**src/rtl/studio_video_pkg.sv**
```systemverilog
// Shared types and helpers for the studio video output stage.
package studio_video_pkg;

   typedef enum logic [1:0] {
      TINT_WHITE = 2'd0,
      TINT_RED   = 2'd1,
      TINT_GREEN = 2'd2,
      TINT_BLUE  = 2'd3
   } tint_e;

   localparam int LVL_MAX_W = 16;

   // Replicate pix MSB-first across out_w bits; bits at and above out_w stay 0.
   function automatic logic [LVL_MAX_W-1:0] expand_lvl(input logic [LVL_MAX_W-1:0] pix,
                                                       input int pix_w,
                                                       input int out_w);
      logic [LVL_MAX_W-1:0] lvl;
      lvl = '0;
      for (int i = 0; i < LVL_MAX_W; i++) begin
         if (i < out_w) begin
            lvl[4'(out_w - 1 - i)] = pix[4'(pix_w - 1 - (i % pix_w))];
         end
      end
      return lvl;
   endfunction

endpackage

```
**src/rtl/studio_ce_div.sv**
```systemverilog
// Pixel clock-enable divider: free-running counter with a registered terminal-count pulse.
module studio_ce_div #(
   parameter int CE_DIV = 1
) (
   input  logic clk_sys,
   input  logic reset_n,
   output logic ce_pix
);

   localparam logic [3:0] CNT_LAST = 4'(CE_DIV - 1);

   logic [3:0] cnt_q, cnt_d;
   logic       ce_q;

   always_comb begin
      cnt_d = (cnt_q == CNT_LAST) ? 4'd0 : cnt_q + 4'd1;
   end

   always_ff @(posedge clk_sys or negedge reset_n) begin
      if (!reset_n) begin
         cnt_q <= 4'd0;
         ce_q  <= 1'b0;
      end else begin
         cnt_q <= cnt_d;
         ce_q  <= (cnt_q == CNT_LAST);
      end
   end

   assign ce_pix = ce_q;

endmodule

```
**src/rtl/studio_video_out.sv**
```systemverilog
// Pixel output stage: 2-stage ce_pix pipeline, intensity scaling, frame-synchronous tint.
// Optional scanline dimming on odd lines is built only with STUDIO_VIDEO_SCANLINES_EN.
module studio_video_out
   import studio_video_pkg::*;
#(
   parameter int PIX_W  = 1,
   parameter int OUT_W  = 8,
   parameter int CE_DIV = 1,
   parameter int FCNT_W = 16
) (
   input  logic              clk_sys,
   input  logic              reset_n,
   input  logic [PIX_W-1:0]  pix_in,
   input  logic              hblank_in,
   input  logic              vblank_in,
   input  logic              hsync_in,
   input  logic              vsync_in,
   input  logic [1:0]        tint,
   input  logic              scan_en,
   output logic              ce_pix,
   output logic [OUT_W-1:0]  vga_r,
   output logic [OUT_W-1:0]  vga_g,
   output logic [OUT_W-1:0]  vga_b,
   output logic              vga_hs,
   output logic              vga_vs,
   output logic              vga_de,
   output logic [FCNT_W-1:0] frame_cnt,
   output logic              line_odd
);

   studio_ce_div #(.CE_DIV(CE_DIV)) u_ce_div (
      .clk_sys (clk_sys),
      .reset_n (reset_n),
      .ce_pix  (ce_pix)
   );

   logic [PIX_W-1:0]  pix1_q;
   logic              hb1_q, vb1_q, hs1_q, vs1_q;
   logic [OUT_W-1:0]  r_q, g_q, b_q, r_d, g_d, b_d;
   logic              de_q, hs2_q, vs2_q, hb2_q;
   logic [FCNT_W-1:0] frame_q, frame_d;
   logic              odd_q, odd_d;
   tint_e             tint_q, tint_d;

   logic              vs_rise, hb_fall, blank;
   logic              en_r, en_g, en_b;
   logic [OUT_W-1:0]  lvl;

`ifndef STUDIO_VIDEO_SCANLINES_EN
   logic unused_scan_en;
   assign unused_scan_en = scan_en;
`endif

   // S2 holds the previous S1 sync/blank, so edges are detected against it.
   always_comb begin
      vs_rise = vs1_q & ~vs2_q;
      hb_fall = ~hb1_q & hb2_q;
      tint_d  = tint_q;
      frame_d = frame_q;
      odd_d   = odd_q;
      if (vs_rise) begin
         tint_d  = tint_e'(tint);
         frame_d = frame_q + FCNT_W'(1);
         odd_d   = 1'b0;
      end else if (hb_fall) begin
         odd_d   = ~odd_q;
      end

      blank = hb1_q | vb1_q;
      lvl   = OUT_W'(expand_lvl(LVL_MAX_W'(pix1_q), PIX_W, OUT_W));
`ifdef STUDIO_VIDEO_SCANLINES_EN
      if (scan_en && odd_d) begin
         lvl = lvl >> 1;
      end
`endif
      en_r = (tint_d == TINT_WHITE) || (tint_d == TINT_RED);
      en_g = (tint_d == TINT_WHITE) || (tint_d == TINT_GREEN);
      en_b = (tint_d == TINT_WHITE) || (tint_d == TINT_BLUE);
      r_d  = (!blank && en_r) ? lvl : '0;
      g_d  = (!blank && en_g) ? lvl : '0;
      b_d  = (!blank && en_b) ? lvl : '0;
   end

   always_ff @(posedge clk_sys or negedge reset_n) begin
      if (!reset_n) begin
         pix1_q  <= '0;
         hb1_q   <= 1'b0;
         vb1_q   <= 1'b0;
         hs1_q   <= 1'b0;
         vs1_q   <= 1'b0;
         r_q     <= '0;
         g_q     <= '0;
         b_q     <= '0;
         de_q    <= 1'b0;
         hs2_q   <= 1'b0;
         vs2_q   <= 1'b0;
         hb2_q   <= 1'b0;
         frame_q <= '0;
         odd_q   <= 1'b0;
         tint_q  <= TINT_WHITE;
      end else if (ce_pix) begin
         pix1_q  <= pix_in;
         hb1_q   <= hblank_in;
         vb1_q   <= vblank_in;
         hs1_q   <= hsync_in;
         vs1_q   <= vsync_in;
         r_q     <= r_d;
         g_q     <= g_d;
         b_q     <= b_d;
         de_q    <= ~blank;
         hs2_q   <= hs1_q;
         vs2_q   <= vs1_q;
         hb2_q   <= hb1_q;
         frame_q <= frame_d;
         odd_q   <= odd_d;
         tint_q  <= tint_d;
      end
   end

   assign vga_r     = r_q;
   assign vga_g     = g_q;
   assign vga_b     = b_q;
   assign vga_hs    = hs2_q;
   assign vga_vs    = vs2_q;
   assign vga_de    = de_q;
   assign frame_cnt = frame_q;
   assign line_odd  = odd_q;

endmodule
```
**config.mk**
```make
export PLATFORM = sky130hd
export DESIGN_NAME = studio_video_out
export DESIGN_NICKNAME = d
export VERILOG_FILES = /design/src/rtl/studio_video_pkg.sv /design/src/rtl/studio_ce_div.sv /design/src/rtl/studio_video_out.sv
export SDC_FILE = /design/constraint.sdc
export NUM_CORES = 1
export LEC_CHECK = 0
export CAP_MARGIN = 25
export CORE_MARGIN = 4
export CORE_UTILIZATION = 49
export DETAILED_ROUTE_END_ITERATION = 7
export PLACE_DENSITY = 0.84
export SLEW_MARGIN = 15
export SYNTH_ARGS = -nofsm -noshare
export SYNTH_HDL_FRONTEND = slang
export SYNTH_HIERARCHICAL = 1
export SYNTH_SLANG_ARGS = --single-unit
```
**constraint.sdc**
```tcl
create_clock -name clk_sys -period 3.5 [get_ports clk_sys]
set_input_delay 0.525 -clock clk_sys [delete_from_list [all_inputs] [get_ports clk_sys]]
set_output_delay 0.525 -clock clk_sys [all_outputs]
set_load 0.1 [all_outputs]
```
**Yosys cells after proc, flatten, opt, wreduce, memory -nomap -nowiden**

Cells that the tools add are included.
W data, S select, Z words.

- Register bits: 57
- Bits in latches: 0
- Memory bits (writable): 0
- Memory bits (read-only): 0
- Input port bits: 10
- Output and inout port bits: 45
- Word-level logic and storage cells: 48
- Memories: 0

- $add $sub $neg: 2
- Multiply operators: 0
- Div/mod/pow operators: 0
- Magnitude comparators: 0
- Eq/ne operators: 3
- Shift operators: 0
- Multiplexer cells: 7
- Bitwise operators: 7
- Reduce and logical (&&, ||, !) cells: 12

Operator list:

| operator | count |
|---|---|
| $mux W8 | 3 |
| $add A16 B1 Y16 const B | 1 |
| $add A4 B1 Y4 const B | 1 |
| $eq A2 B2 Y1 const B | 2 |
| $logic_not A4 Y1 | 1 |
| $mux W4 | 1 |
| $not A1 Y1 | 4 |
| $reduce_and A2 Y1 | 2 |
| $logic_and A1 B1 Y1 | 3 |
| $logic_or A1 B1 Y1 | 3 |
| $and A1 B1 Y1 | 2 |
| $eq A2 B1 Y1 const B | 1 |
| $logic_not A2 Y1 | 1 |
| $mux W1 | 2 |
| $mux W2 | 1 |
| $reduce_bool A2 Y1 | 1 |
| $logic_not A1 Y1 | 1 |
| $or A1 B1 Y1 | 1 |

**Longest topological paths before layout**

Gate-level depths: netlist (run 1).

- Word-level depth: 7
- Depth in mapped cells: 5
- Gate-level depth less buffers: 5

**Hierarchy**

The synthesis (run 1) kept the hierarchy.

By module, submodules not included:

| module | instances | cells each | area an instance (um^2) | sequential area each (um^2) |
|---|---|---|---|---|
| studio_video_out | 1 | 121 | 1473.9 | 775.7 |
| studio_ce_div | 1 | 17 | 216.5 | 125.1 |

**Worst setup path before layout (run 1)**

No wires, ideal clock.

- Kind: register to register
- From: register frame_q[0], in the netlist frame_cnt[0]
- To: register frame_q[10], in the netlist frame_cnt[10]
- Library setup time: 158 ps
- Arrival: 1976 ps
- Required time: 3342 ps
- Slack: 1366 ps
- Cell stages (with the launch flop): 6
- Path buffers: 0
- Period minus slack after synthesis: 2134 ps
- Cell sequence: dfrtp_1 > ha_1 > nand2_1 > nor3_1 > nand4_1 > xnor2_1

- Longest elaborated chain between the ends: 1

RTL lines:

| element | line | source |
|---|---|---|
| start, declared | studio_video_out.sv:41 | `logic [FCNT_W-1:0] frame_q, frame_d;` |
| start signal, assigned | studio_video_out.sv:114 | `frame_q <= frame_d;` |
| $add A16 B1 Y16 | studio_video_out.sv:63 | `frame_d = frame_q + FCNT_W'(1);` |

No other way between the ends.
A chain may end at the register's enable or synchronous reset.

==> results of run 1 <==
==> worst paths after layout <==
kind                            startpoint           endpoint  slack, ps  depth (start not counted)
max in group asynchronous          reset_n  u_ce_div/cnt_q[1]       2580                          2
min                          frame_cnt[15]      frame_cnt[15]        490                          1
min reg2reg                  frame_cnt[15]      frame_cnt[15]        490                          1
max reg2reg                u_ce_div/ce_pix      frame_cnt[10]       1510                          4
min in group asynchronous          reset_n           vga_r[6]        590                          2
max                               vga_r[6]           vga_r[2]        970                          1
==> cell families (layout without fill, tap and decap cells) <==
| logic type | count (synthesis) | in the layout | synth area share [%] |
|---|---|---|---|
| fa+ha+maj | 3 | 3 | 2.22 |
| simple gates | 33 | 33 | 12.4 |
| compound gates | 5 | 5 | 1.92 |
| mux | 14 | 14 | 9.33 |
| flops | 36 | 36 | 53.3 |
| buf+inv | 29 | 67 | 11.5 |
| xor+xnor | 18 | 18 | 9.33 |
==> cell usage after synthesis, types with 2 or more instances <==
library cell	n	area (µm²)
and3_1	3	18.8
buf_4	21	158
dfrtp_1	36	901
ha_1	3	37.5
inv_1	6	22.5
mux2_2	14	158
nand2_1	7	26.3
nand3_1	7	35.0
nand4_1	2	12.5
nor2_1	5	18.8
nor2b_1	2	12.5
o22ai_1	3	18.8
xnor2_1	13	114
xor2_1	5	43.8
==> stage by stage <==
stage / utilization (%) / power (mW) / worst slack [ps] / hold WS [ps]
6_report: 64.6 / 1.26 / 966 / 488
5_1_grt: 64.6 / 1.31 / 868 / 516
4_1_cts: 64.6 / 1.28 / 927 / 488
3_5_place_dp: 63.3 / 1.07 / 1320 / 473
3_3_place_gp: 63.3 / 1.06 / 1370 / 461
2_1_floorplan: - / 0.948 / 1370 / 229
==> report_power, final <==
part / total [mW] / internal, mW / switching, mW
clock network: 0.203 / 0.0740 / 0.129
logic: 0.551 / 0.133 / 0.419
registers: 0.508 / 0.459 / 0.0489
total: 1.26 / 0.665 / 0.597
==> layer usage <==
layer	global-route usage (%)	wire, µm
met1	15.8	1140
met2	25.5	1480
met3	6.24	274
met4	5.84	40
met5	0	0
==> cell type report <==
class                   count  area [µm²]
clock buffers               6        41.3
clock inverters             1        5.00
fillers                   248        1180
inverters                   6        22.5
multi-input cells          73         594
flip-flops and latches     36         901
well taps                  46        57.6
repair buffers             54         536
==> flow_metrics.py, run 1 <==
metrics = {
    "global_route": {
        "grt_usage_pct": 14.8,
        "grt_pass1_wl_um": 4860,
        "grt_pass1_vias": 1097,
        "antenna_found_initial": 0,
        "overflow": 0,
        "grt_max_degree": 37,
    },
    "cts": {
        "cts-hold-fix-buffers": 0,
        "postCtsSetupBuffers": 0,
        "cts_root_buf": "clkbuf_4",
        "cts_resized": 0,
        "cts_max_path_buffers": 2,
        "clk_pin_slew_worst_paths_ps": 110,
        "cts_num_sinks": 36,
        "cts_buffers": 5,
        "cts_max_level": 2,
        "clk-insertion-delay-late_ps": 340,
        "cts_tree": "yes",
    },
    "setup_path": {
        "crit_type": "flip-flop to output pin",
        "slowest_stage": "clkdlybuf4s50_1",
        "arrival_ps": 2010,
        "crit_chain": "clkdlybuf4s50_1",
        "start_kind": "flip-flop",
        "end_kind": "output pin",
        "crit_fanout": 9,
        "crit_family": "buffers and inverters",
        "cpPeakStageDelay_ps": 1180,
        "worstPathRequired_ps": 2970,
        "critPathBufInv": 1,
    },
    "floorplanning": {
        "die_x_um": 66.7,
        "die_h_um": 66.7,
        "die_area_um2": 4450,
        "start_util_pct": 50.7,
        "row_count": 21,
        "ios": 55,
        "core_um2": 3340,
    },
    "place": {
        "dpl.cell_count": 215,
        "dpl_cell_area_um2": 2110,
        "gp_congestion": 0.746,
        "port_buffers": 53,
        "post-dp-hpwl_um": 2230,
    },
    "routing": {
        "avgRoutedWirePerCell_um": 13.2,
        "routed_wl_um": 2940,
        "num_vias": 1104,
        "drc": 0,
        "drt_pre_antenna_iters": 4,
        "postRouteAntennaNets": 0,
        "drt-initial-drc-count": 30,
        "via_per_inst": 4.97,
    },
    "synthesis": {
        "yosysSeqAreaShare_pct": 53.3,
        "synth_ff_type": "dfrtp_1",
        "synthesis.area_um2": 1690,
        "yosys_warnings": 6,
        "ys_types": 25,
        "synth_edf_count": 0,
        "avgSynthCellArea_um2": 12.2,
        "synth_nets": 151,
        "ys_ff_latch": 36,
        "syn_inst": 138,
        "async_flop_share_pct": 100,
    },
    "finish": {
        "finalInstanceArea_um2": 2160,
        "drive_gt1_share_pct": 14.8,
        "n_antenna_cell": 0,
        "largest_reg_flops": 16,
        "final_common_cell": "clkdlybuf4s50_1",
        "area_growth_pct": 27.6,
        "final_nets": 189,
        "fin_cells": 222,
        "most-common-layout-cells": "52 x clkdlybuf4s50_1, 36 x dfrtp_1, 14 x mux2_2, 13 x xnor2_1",
    },
    "sta": {
        "period_share_pct": 72.4,
        "hold_violations": 0,
        "fin_setup_tns_ps": 0,
        "worst_pin_slew_ps": 991,
        "finalClockSkew_ps": 13.4,
        "max_freq_mhz": 395,
        "period_minus_slack_ps": 2530,
        "drv_slew": 0,
        "rsz0062_at_grt": "no",
        "maxSlewHeadroom_pct": 33.7,
        "finalSetupViolations": 0,
    },
    "min_path": {
        "hp-class": "flip-flop to flip-flop",
    },
    "power": {
        "p_leak_nw": 0.925,
        "peakVddDrop_mv": 0.227,
        "power_density_nw_per_um2": 585,
    },
    "outcome": {
        "status": "finished clean",
    },
    "run": {
        "max_cap_violations": 0,
    },
}
No activity file was read; power rests on OpenSTA's default activity.
==> inputs of run 2 (changes only) <==
CORE_UTILIZATION = 45   (was 49)
PLACE_DENSITY = 0.78   (was 0.84)
clock period = 2.5 ns   (was 3.5 ns; I/O delays follow)
==> run 2 against run 1 <==
  * Combinational power increased by 36%
  * Hold slack got worse by 4.8 ps
  * Largest power group unchanged
  * Final cell count increased by 1.8%
  * Wire length increased by 1.4%
==> flow_metrics.py, run 2 (synthesized netlist as in run 1, its figures left out) <==
metrics = {
    "cts": {
        "cts_max_path_buffers": 2,
        "cts_num_sinks": 36,
        "cts-hold-fix-buffers": 0,
        "postCtsSetupBuffers": 0,
        "cts_tree": "yes",
        "clk_pin_slew_worst_paths_ps": 70,
        "cts_max_level": 2,
        "clk-insertion-delay-late_ps": 280,
        "cts_root_buf": "clkbuf_8",
        "cts_resized": 0,
        "cts_buffers": 5,
    },
    "finish": {
        "drive_gt1_share_pct": 40.4,
        "area_growth_pct": 24.5,
        "finalInstanceArea_um2": 2100,
        "most-common-layout-cells": "47 x buf_4, 36 x dfrtp_1, 14 x mux2_2, 13 x xnor2_1, 8 x clkdlybuf4s50_1",
        "final_nets": 190,
        "largest_reg_flops": 16,
        "n_antenna_cell": 0,
        "final_common_cell": "buf_4",
    },
    "power": {
        "power_density_nw_per_um2": 895,
        "p_leak_nw": 1.02,
        "total_power_mw": 1.88,
        "peakVddDrop_mv": 0.331,
    },
    "setup_path": {
        "slowest_stage": "dfrtp_1",
        "cpPeakStageDelay_ps": 390,
        "worstPathRequired_ps": 2120,
        "crit_type": "flip-flop to output pin",
        "crit_fanout": 18,
        "end_kind": "output pin",
        "critical_path.most_common_cell": "buf_4",
        "arrival_ps": 1260,
        "start_kind": "flip-flop",
        "crit_chain": "buf_4, buf_4",
    },
    "sta": {
        "hold_violations": 0,
        "timing.final.ws_setup_ps": 861,
        "drv_slew": 0,
        "maxSlewHeadroom_pct": 66.1,
        "max_freq_mhz": 610,
        "fin_setup_tns_ps": 0,
        "worst_pin_slew_ps": 504,
        "period_minus_slack_ps": 1640,
        "rsz0062_at_grt": "no",
        "period_share_pct": 65.6,
        "finalClockSkew_ps": 3.73,
        "finalSetupViolations": 0,
    },
    "routing": {
        "num_vias": 1068,
        "via_per_inst": 4.73,
        "routed_wl_um": 2980,
        "avgRoutedWirePerCell_um": 13.2,
        "drt_pre_antenna_iters": 4,
        "drc": 0,
        "drt-initial-drc-count": 56,
        "postRouteAntennaNets": 0,
    },
    "global_route": {
        "grt_usage_pct": 13.0,
        "overflow": 0,
        "antenna_found_initial": 0,
        "grt_pass1_wl_um": 5090,
        "grt_max_degree": 37,
        "grt_pass1_vias": 1102,
    },
    "place": {
        "gp_congestion": 0.748,
        "dpl_cell_area_um2": 2010,
        "post-dp-hpwl_um": 2280,
        "port_buffers": 53,
        "place_ws_ps": 954,
    },
    "min_path": {
        "hp-class": "flip-flop to flip-flop",
    },
    "run": {
        "max_cap_violations": 0,
    },
    "floorplanning": {
        "row_count": 22,
        "ios": 55,
        "die_x_um": 69.3,
        "die_h_um": 69.3,
        "start_util_pct": 46.5,
        "die_area_um2": 4800,
        "core_um2": 3630,
    },
    "outcome": {
        "status": "finished clean",
    },
}
==> run 2: cell types whose count changed in the layout (fill, tap and decap cells not counted) <==
cell / change
buf_4: +45
clkdlybuf4s50_1: -44
clkbuf_8: +6
clkinv_2: -1
clkbuf_4: -5
clkinvlp_4: +1
==> run 2: routing by layer <==
metal	vias to the layer above	wire [µm]	global-route usage, %
li1	514	-	-
met1	522	1200	14.9
met2	32	1600	23.0
met3	0	178	4.06
met4	0	0	3.90
met5	-	0	0
==> run 2: worst paths after layout <==
path,end,depth (start not counted),startpoint,slack [ps]
max,ce_pix,2,u_ce_div/ce_pix,860
min,frame_cnt[15],1,frame_cnt[15],480
max reg2reg,frame_cnt[10],5,frame_cnt[0],920
min reg2reg,frame_cnt[15],1,frame_cnt[15],480
max in group asynchronous,hb1_q,2,reset_n,1680
min in group asynchronous,frame_cnt[3],2,reset_n,500
==> run 2: layout make-up <==
class | instances | area [µm²]
Clock inverter | 1 | 7.51
Inverter | 6 | 22.5
Fill cell | 306 | 1530
Tap cell | 48 | 60.1
Clock buffer | 7 | 86.3
Multi-Input combinational cell | 73 | 594
Timing Repair Buffer | 55 | 433
Sequential cell | 36 | 901
==> run 2: per-stage QoR <==
stage | hold WS [ps] | util, % | cells
2_1_floorplan | 79.4 | - | 138
3_3_place_gp | 462 | 55.3 | 218
3_5_place_dp | 472 | 55.3 | 218
4_1_cts | 486 | 57.9 | 226
5_1_grt | 503 | 57.9 | 226
6_report | 483 | 57.9 | 226
==> run 2: critical path: cells and delay by family, from the launching register on <==
family | cells | cell delay [ps]
flops | 1 | 390
buf+inv | 2 | 590
==> run 2: power breakdown <==
part,switching [mW],internal (mW),total [mW]
sequential,0.0699,0.643,0.713
clock,0.195,0.224,0.419
combinational,0.590,0.162,0.751
total,0.855,1.03,1.88
